$ cat src/rtl/cnt_bank_arbiter.sv
// ---------------------------------------------------------------------------
// cnt_bank_arbiter
//
// Purpose:
//   Shares the single read/clear access port of an N-entry counter bank
//   between R software/debug requesters. Each request is READ, CLEAR or
//   READ_CLEAR on one counter index. Requesters are served round-robin, one
//   transaction is in flight at a time, and every transaction produces one
//   response on a shared channel tagged with the requester ID.
//
//   Transaction flow: IDLE (grant) -> ACCESS (bank strobes) -> RESP
//   (response held until accepted) -> IDLE.
//
// Optional feature (macro CNT_ARB_RANGE_CHK_EN):
//   When defined, an index >= N suppresses the bank strobes and returns
//   rsp_data = 0 with rsp_err = 1. When undefined, rsp_err is tied to 0 and
//   the index is driven to the bank unchecked.
//
// Ports:
//   clk         in   clock, rising edge
//   rst_n       in   asynchronous active-low reset
//   req_valid   in   [R]      per-requester request valid
//   req_ready   out  [R]      per-requester accept (one-hot or zero)
//   req_op      in   [2*R]    per-requester op: 01 READ, 10 CLEAR,
//                             11 READ_CLEAR, 00 treated as READ
//   req_idx     in   [IW*R]   per-requester counter index
//   rsp_valid   out           response valid
//   rsp_ready   in            response accept
//   rsp_id      out  [RW]     requester that issued the transaction
//   rsp_data    out  [W]      counter value before any clear (0 for CLEAR)
//   rsp_err     out           index out of range (range-check build only)
//   bank_sel    out  [IW]     counter index driven to the bank
//   bank_rd     out           read strobe to the bank
//   bank_clr    out           clear strobe to the bank
//   bank_rdata  in   [W]      combinational read data of bank_sel
// ---------------------------------------------------------------------------
module cnt_bank_arbiter #(
  parameter  int N  = 1000,
  parameter  int R  = 4,
  parameter  int W  = 32,
  localparam int IW = $clog2(N),
  localparam int RW = $clog2(R)
) (
  input  logic            clk,
  input  logic            rst_n,
  input  logic [R-1:0]    req_valid,
  output logic [R-1:0]    req_ready,
  input  logic [2*R-1:0]  req_op,
  input  logic [IW*R-1:0] req_idx,
  output logic            rsp_valid,
  input  logic            rsp_ready,
  output logic [RW-1:0]   rsp_id,
  output logic [W-1:0]    rsp_data,
  output logic            rsp_err,
  output logic [IW-1:0]   bank_sel,
  output logic            bank_rd,
  output logic            bank_clr,
  input  logic [W-1:0]    bank_rdata
);

  typedef enum logic [1:0] {
    S_IDLE   = 2'd0,
    S_ACCESS = 2'd1,
    S_RESP   = 2'd2
  } state_t;

  state_t        state;
  logic [RW-1:0] ptr;

  logic          grant_found;
  logic [RW-1:0] grant_id;
  logic [1:0]    grant_op;
  logic [IW-1:0] grant_idx;
  logic          grant_rd;
  logic          grant_clr;
  logic          in_range;
  int            cand;

  // Round-robin search starting just after the last granted requester.
  // The candidate index wraps manually so R need not be a power of two.
  always_comb begin
    grant_found = 1'b0;
    grant_id    = '0;
    cand        = 0;
    for (int i = 1; i <= R; i++) begin
      cand = int'(ptr) + i;
      if (cand >= R) cand = cand - R;
      if (!grant_found && req_valid[cand]) begin
        grant_found = 1'b1;
        grant_id    = RW'(cand);
      end
    end
  end

  assign grant_op  = req_op[int'(grant_id)*2 +: 2];
  assign grant_idx = req_idx[int'(grant_id)*IW +: IW];

  // Op 00 is reserved and behaves as a plain READ.
  assign grant_rd  = grant_op[0] | (grant_op == 2'b00);
  assign grant_clr = grant_op[1];

  // Accept is combinational in the grant cycle; it is masked during reset so
  // nothing upstream believes a request was taken while the FSM is held.
  always_comb begin
    req_ready = '0;
    if (rst_n && (state == S_IDLE) && grant_found) begin
      req_ready[grant_id] = 1'b1;
    end
  end

`ifdef CNT_ARB_RANGE_CHK_EN
  // One extra bit so N = 2**IW still compares correctly.
  localparam logic [IW:0] N_LIM = (IW+1)'(N);

  logic err_pend;
  logic err_q;

  assign in_range = ({1'b0, grant_idx} < N_LIM);
  assign rsp_err  = err_q;

  // The range verdict is taken at grant time and published with the data at
  // the ACCESS edge, so rsp_err changes together with rsp_data.
  always_ff @(posedge clk or negedge rst_n) begin
    if (!rst_n) begin
      err_pend <= 1'b0;
      err_q    <= 1'b0;
    end else if ((state == S_IDLE) && grant_found) begin
      err_pend <= !in_range;
    end else if (state == S_ACCESS) begin
      err_q <= err_pend;
    end
  end
`else
  assign in_range = 1'b1;
  assign rsp_err  = 1'b0;
`endif

  // Main FSM. Bank strobes are registered at the grant edge so they are
  // high for exactly the ACCESS cycle and drop asynchronously with reset,
  // which keeps a clear that has not reached its ACCESS edge from happening.
  // rsp_data keys off the registered read strobe: CLEAR and out-of-range
  // accesses therefore return 0 without extra decode.
  always_ff @(posedge clk or negedge rst_n) begin
    if (!rst_n) begin
      state     <= S_IDLE;
      ptr       <= RW'(R-1);
      rsp_valid <= 1'b0;
      rsp_id    <= '0;
      rsp_data  <= '0;
      bank_sel  <= '0;
      bank_rd   <= 1'b0;
      bank_clr  <= 1'b0;
    end else begin
      bank_rd  <= 1'b0;
      bank_clr <= 1'b0;
      case (state)
        S_IDLE: begin
          if (grant_found) begin
            ptr      <= grant_id;
            rsp_id   <= grant_id;
            bank_sel <= grant_idx;
            bank_rd  <= grant_rd & in_range;
            bank_clr <= grant_clr & in_range;
            state    <= S_ACCESS;
          end
        end
        S_ACCESS: begin
          rsp_data  <= bank_rd ? bank_rdata : '0;
          rsp_valid <= 1'b1;
          state     <= S_RESP;
        end
        S_RESP: begin
          if (rsp_ready) begin
            rsp_valid <= 1'b0;
            state     <= S_IDLE;
          end
        end
        default: begin
          state <= S_IDLE;
        end
      endcase
    end
  end

endmodule
$ cat config.mk
export PLATFORM = sky130hd
export DESIGN_NAME = cnt_bank_arbiter
export DESIGN_NICKNAME = d
export VERILOG_FILES = /design/src/rtl/cnt_bank_arbiter.sv
export SDC_FILE = /design/constraint.sdc
export NUM_CORES = 1
export LEC_CHECK = 0
export ABC_AREA = 1
export CORE_ASPECT_RATIO = 1.1
export CORE_MARGIN = 2
export CORE_UTILIZATION = 36
export DETAILED_ROUTE_END_ITERATION = 10
export PLACE_DENSITY_LB_ADDON = 0.2
export SKIP_LAST_GASP = 1
export SYNTH_ARGS = -nofsm -noshare
export SYNTH_HDL_FRONTEND = slang
export SYNTH_SLANG_ARGS = --single-unit
$ cat constraint.sdc
create_clock -name clk -period 2 [get_ports clk]
set_clock_uncertainty 0.05 [all_clocks]
set_input_delay 0.5 -clock clk [delete_from_list [all_inputs] [get_ports clk]]
set_output_delay 0.5 -clock clk [all_outputs]
set_load 0.005 [all_outputs]
# After elaboration in Yosys (flattened, before gate mapping)
# Cells that the tools add are included.
[totals]
register_bits = 51
out_inout_bits = 52
wordCells = 86
[op_classes]
shift = 2
eq_ne = 4
muxes = 37
mul = 1
order_cmp = 10
n_bitwise = 1
reduce_logical = 15
add_sub_neg = 8
[op_table]
columns = ["op", "count"]
rows = [
  ["$mux 32", 5],
  ["$lt 32x4->1 const B", 4],
  ["$shiftx 40x7->10", 1],
  ["$mux 1", 18],
  ["$mux 2", 6],
  ["$sub 3x3->4 const B", 3],
  ["$ge 3x3->1 const B", 3],
  ["$bmux 1 s2", 4],
  ["$shiftx 8x4->2", 1],
  ["$add 2x2->3 const B", 2],
  ["$logic_and 1x1->1", 6],
  ["$pmux 2 s3", 1],
  ["$reduce_and 2->1", 3],
  ["$mul 2x3->5 const B", 1],
  ["$sub 4x3->5 const B", 1],
  ["$add 2x3->4 const B", 1],
  ["$ge 4x3->1 const B", 1],
  ["$logic_not 2->1", 2],
  ["$mux 4", 1],
  ["$ne 2x2->1 const B", 2],
  ["$add 2x1->3 const B", 1],
  ["$logic_not 1->1", 3],
  ["$lt 2x3->1 const B", 1],
  ["$demux 1 s2", 1],
  ["other kinds (6)", 6],
]

# Longest topological paths before layout
[logic_depth]
ltp_word = 21
mapped_depth = 18

# Worst setup path after synthesis
# No wires, ideal clock.
[synth_timing]
path_type = "reg2out"
startpoint = "reg ptr[0]"
endpoint = "out req_ready[0]"
path_stages_with_launch = 13
path_slack_ns = -0.268
arrival_ns = 1.718
path_cell_list = "dfstp_2 > buf_6 > inv_6 > nand2_2 > nand2_2 > nand2_1 > nand2_1 > nor2_4 > nand3_4 > nand3_4 > inv_2 > buf_6 > nor3_1"
[synth_between]
elab_chain_len = 21
word_cells_on_any_way = 49
cone_classes = "add/sub: 8; order compare: 6; mux: 27; reduce/logical: 8"
[synth_rtl]
columns = ["element", "line_no", "text"]
rows = [
  ["start, declared", "68", "logic [RW-1:0] ptr;"],
  ["start signal, assigned", "146", "ptr <= RW'(R-1);"],
  ["start signal, assigned", "159", "ptr <= grant_id;"],
  ["$add 2x1->3", "86", "cand = int'(ptr) + i;"],
  ["$sub 3x3->4 / $ge 3x3->1 (equally long branches)", "87", "if (cand >= R) cand = cand - R;"],
  ["$mux 32", "87", ""],
  ["$bmux 1 s2", "88", "if (!grant_found && req_valid[cand]) begin"],
  ["$mux 1 (not written as such) (2 in a row)", "88", ""],
  ["$mux 1", "88", ""],
  ["$logic_not 1->1", "88", ""],
  ["$logic_and 1x1->1", "88", ""],
  ["[4 not listed]", "-", ""],
  ["$logic_not 1->1", "88", ""],
  ["$logic_and 1x1->1", "88", ""],
  ["$mux 2", "88", ""],
  ["$lt 2x3->1 (not written as such) / $ge 2x1->1 (equally long branches)", "107", "req_ready[grant_id] = 1'b1;"],
  ["$logic_and 1x1->1 (not written as such)", "107", ""],
  ["$mux 1 (not written as such)", "107", ""],
  ["$demux 1 s2", "107", ""],
  ["$mux 4 *", "106", "if (rst_n && (state == S_IDLE) && grant_found) begin"],
  ["end, declared", "47", "output logic [R-1:0] req_ready,"],
]
# Every way passes the cells marked *; elsewhere a longest branch is shown, timed or not. The select of a mux whose other input is x is not followed.

# Worst setup path in the final report
[layout_timing]
startpoint = "reg ptr[0]"
endpoint = "out req_ready[2]"
# The elaborated chain is that of the path after synthesis.

==> metrics.cfg <==
[status]
run_status = complete, but fails checks
violations = setup timing

[clock_network]
clk_pin_slew_ns = 0.09
cts_root_buffer = sky130_fd_sc_hd__clkbuf_8
cts_hold_buffers = 0
clk_path_buf_depth = 2
cts_made_buffers = 5
insertion_delay_ns = 0.29
htree_levels = 2
tritoncts = built
clock-sinks = 51

[logic_synthesis]
ys_ff_latch = 51
netlist_instances = 392
post_synth.cell_area_avg_um2 = 6.97
synth-seq-area-share_pct = 46.8
synth_nets = 479
synth.lib_cells_used.distinct = 21
synth_area_um2 = 2730
yosysWarningCount = 0

[floorplan]
design.die.area_um2 = 8310
chipHeight_um = 95.4
floorplan.initialDensity_pct = 37.0
rows = 33
floorplan.core_area_um2 = 7390
fp.dieW_um = 87.1
design.portCount = 139

[setup_path]
worstReg2RegStart = ptr[0]$_DFFE_PN1P_
cp_data_required_time_ns = 1.45
critPathLaunchType = flip-flop
rr_endpoint = bank_sel[6]$_DFFE_PN0P_
reg2reg_depth = 18
timing.critical_path.arrival_ns = 2.06
critical_path.max_fanout = 8
timing_worst_setup_path_type = flip-flop to output pin
reg2reg_setup_slack_ns = -0.46
endpoint_kind = output pin

[cells_and_area]
nets = 639
area.sequential_um2 = 1280
multi_input_area_um2 = 1460
syn_to_final_growth_pct = 71.1
layout_common_cells = sky130_fd_sc_hd__nand2_1, sky130_fd_sc_hd__clkdlybuf4s50_1, sky130_fd_sc_hd__dfrtp_1, sky130_fd_sc_hd__nand3_1, sky130_fd_sc_hd__buf_4
layout_commonest_cell = sky130_fd_sc_hd__nand2_1
drive_above_1_share_pct = 18.3
n_antenna_cell = 0
fillerInstances = 649

[placed_design]
globalplace.congestion = 0.901
dp_slack_ns = -0.970
place_hpwl_mm = 5.80
buffer_ports.inserted = 137

[routing]
routed_wl_mm = 8.17
drt_iter0_markers = 72
avgViaCountPerCell = 4.76
remaining_drc_errors = 0
route.vias.total = 3046
wl_per_cell_um = 12.8
drtAntennaViolNets = 0
drt_pass1_iterations = 4

[grt]
globalRoute.totalOverflow = 0
grt_start_max_net_pins = 52
first_pass_grt_wire_length_mm = 13.0
groute.usage.overall_pct = 19.2
via_count_of_the_first_global_routing_pass = 2868
number_of_antenna_violations_at_the_first_check_in_global_routing = 0

[sta]
final.setup.tns_ns = -6.61
unrepaired_setup_endpoints_after_global_routing = true
setup_violations = 17
layout_min_cycle_time_ns = 2.61
worst-slew-pin-transition_ns = 0.632
report.final.hold_viol_count = 0
fmax_ghz = 0.383
timing_max_transition_violations_final = 0
final_min_period_over_clock_period_pct = 130
timing.final.ws_setup_ns = -0.609
slew_headroom_pct = 57.9

[pwr]
pwr_density_cell_nw_per_um2 = 1750
ir_drop_v = 0.00129
leakagePower_nw = 2.39

[worst_hold_path]
hp-class = input port to asynchronous set/reset pin

[job]
timing.max_cap.violations = 0

report_power, final:
part           internal (mW)  switching (mW)  total [mW]  leakage [nW]
logic                   2.77            3.17        5.94          1.68
clock network          0.316           0.316       0.632        0.0515
registers               1.40           0.195        1.60         0.663
per-stage QoR:
stage	hold slack, ns	power (mW)	area, um^2	cells	utilization, %
finish	0.353	8.17	4680	640	63.3
global route	0.411	8.90	4680	640	63.3
CTS	0.372	7.92	4610	638	62.3
detailed placement	0.414	6.43	4310	618	58.3
global placement	0.410	6.35	4310	618	58.3
floorplan	0.154	4.84	2800	392	-
routing by layer:
| metal | up-vias | global-route usage [%] | share of wire [%] |
|---|---|---|---|
| met1 | 1357 | 24.4 | 42 |
| met3 | 13 | 4.68 | 9.2 |
| li1 | 1533 | - | - |
| met2 | 143 | 32.3 | 48 |
| met4 | 0 | 5.77 | 1.4 |
| met5 | - | 0 | 0 |
flip-flops by register name, summed over array words and instances (netlist names):
name and flops:
rsp_data 32, bank_sel 10, ptr 2, rsp_id 2
state 2, bank_clr 1, bank_rd 1, rsp_valid 1
worst max-delay path, cell delays in order (launching register included):
cell	delay, ns
sky130_fd_sc_hd__dfstp_2	0.62
sky130_fd_sc_hd__inv_6	0.07
sky130_fd_sc_hd__nand2_1	0.10
sky130_fd_sc_hd__nand2_2	0.08
sky130_fd_sc_hd__nand2_2	0.09
sky130_fd_sc_hd__nand2_4	0.07
sky130_fd_sc_hd__nor2_4	0.16
sky130_fd_sc_hd__nand2_2	0.10
sky130_fd_sc_hd__nand2_1	0.10
sky130_fd_sc_hd__o21ai_2	0.10
sky130_fd_sc_hd__nor3_4	0.15
sky130_fd_sc_hd__buf_2	0.13
synth_stat cells:
library cell | n | area (um^2)
sky130_fd_sc_hd__nor3_1 | 4 | 20.0
sky130_fd_sc_hd__nor2_4 | 1 | 11.3
sky130_fd_sc_hd__buf_6 | 3 | 33.8
sky130_fd_sc_hd__buf_4 | 4 | 30.0
sky130_fd_sc_hd__nand3_1 | 44 | 220
sky130_fd_sc_hd__o21ai_2 | 2 | 17.5
sky130_fd_sc_hd__o21ai_0 | 5 | 25.0
sky130_fd_sc_hd__inv_6 | 1 | 8.76
sky130_fd_sc_hd__buf_2 | 3 | 15.0
sky130_fd_sc_hd__dfstp_2 | 2 | 52.6
sky130_fd_sc_hd__a21oi_2 | 1 | 8.76
sky130_fd_sc_hd__inv_1 | 8 | 30.0
sky130_fd_sc_hd__clkbuf_1 | 9 | 33.8
sky130_fd_sc_hd__inv_2 | 3 | 11.3
sky130_fd_sc_hd__a21oi_1 | 2 | 10.0
sky130_fd_sc_hd__dfrtp_1 | 49 | 1230
sky130_fd_sc_hd__nand3_4 | 2 | 35.0
sky130_fd_sc_hd__nand2_1 | 241 | 905
sky130_fd_sc_hd__nand2_2 | 4 | 25.0
sky130_fd_sc_hd__conb_1 | 1 | 3.75
sky130_fd_sc_hd__nor2_1 | 3 | 11.3
layout make-up:
type	count	share of cell area, %
Timing Repair Buffer	172	35.8
Multi-Input combinational cell	310	31.2
Inverter	12	1.18
Clock buffer	8	2.14
Tap cell	87	2.33
Sequential cell	51	27.3
cell families after synthesis:
| logic type | share of synthesized area [%] |
|---|---|
| flops | 46.8 |
| simple gates | 44.9 |
| other cells | 0.137 |
| buf+inv | 5.95 |
| compound gates | 2.24 |
how the worst max path moves through the flow:
| stage | end | slack, ns | start | cells past startpoint |
|---|---|---|---|---|
| finish | req_ready[2] | -0.61 | ptr[0]$_DFFE_PN1P_ | 11 |
| global route | req_ready[2] | -0.75 | ptr[0]$_DFFE_PN1P_ | 11 |
| CTS | req_ready[2] | -0.58 | ptr[0]$_DFFE_PN1P_ | 12 |
| detailed placement | req_ready[3] | -0.97 | req_valid[0] | 12 |
| global placement | req_ready[3] | -0.93 | req_valid[0] | 12 |
| floorplan | req_ready[0] | -0.22 | ptr[0]$_DFFE_PN1P_ | 12 |
what timing repair did:
action | in CTS | in global routing
endpoints found under the setup margin | 18 | 20
gates cloned | 1 | 0
pin swaps | 10 | 11
resized for setup | 51 | 16
endpoints found under the hold margin | 0 | 0
setup buffers | 11 | 2
No activity file was read; power rests on OpenSTA's default activity.
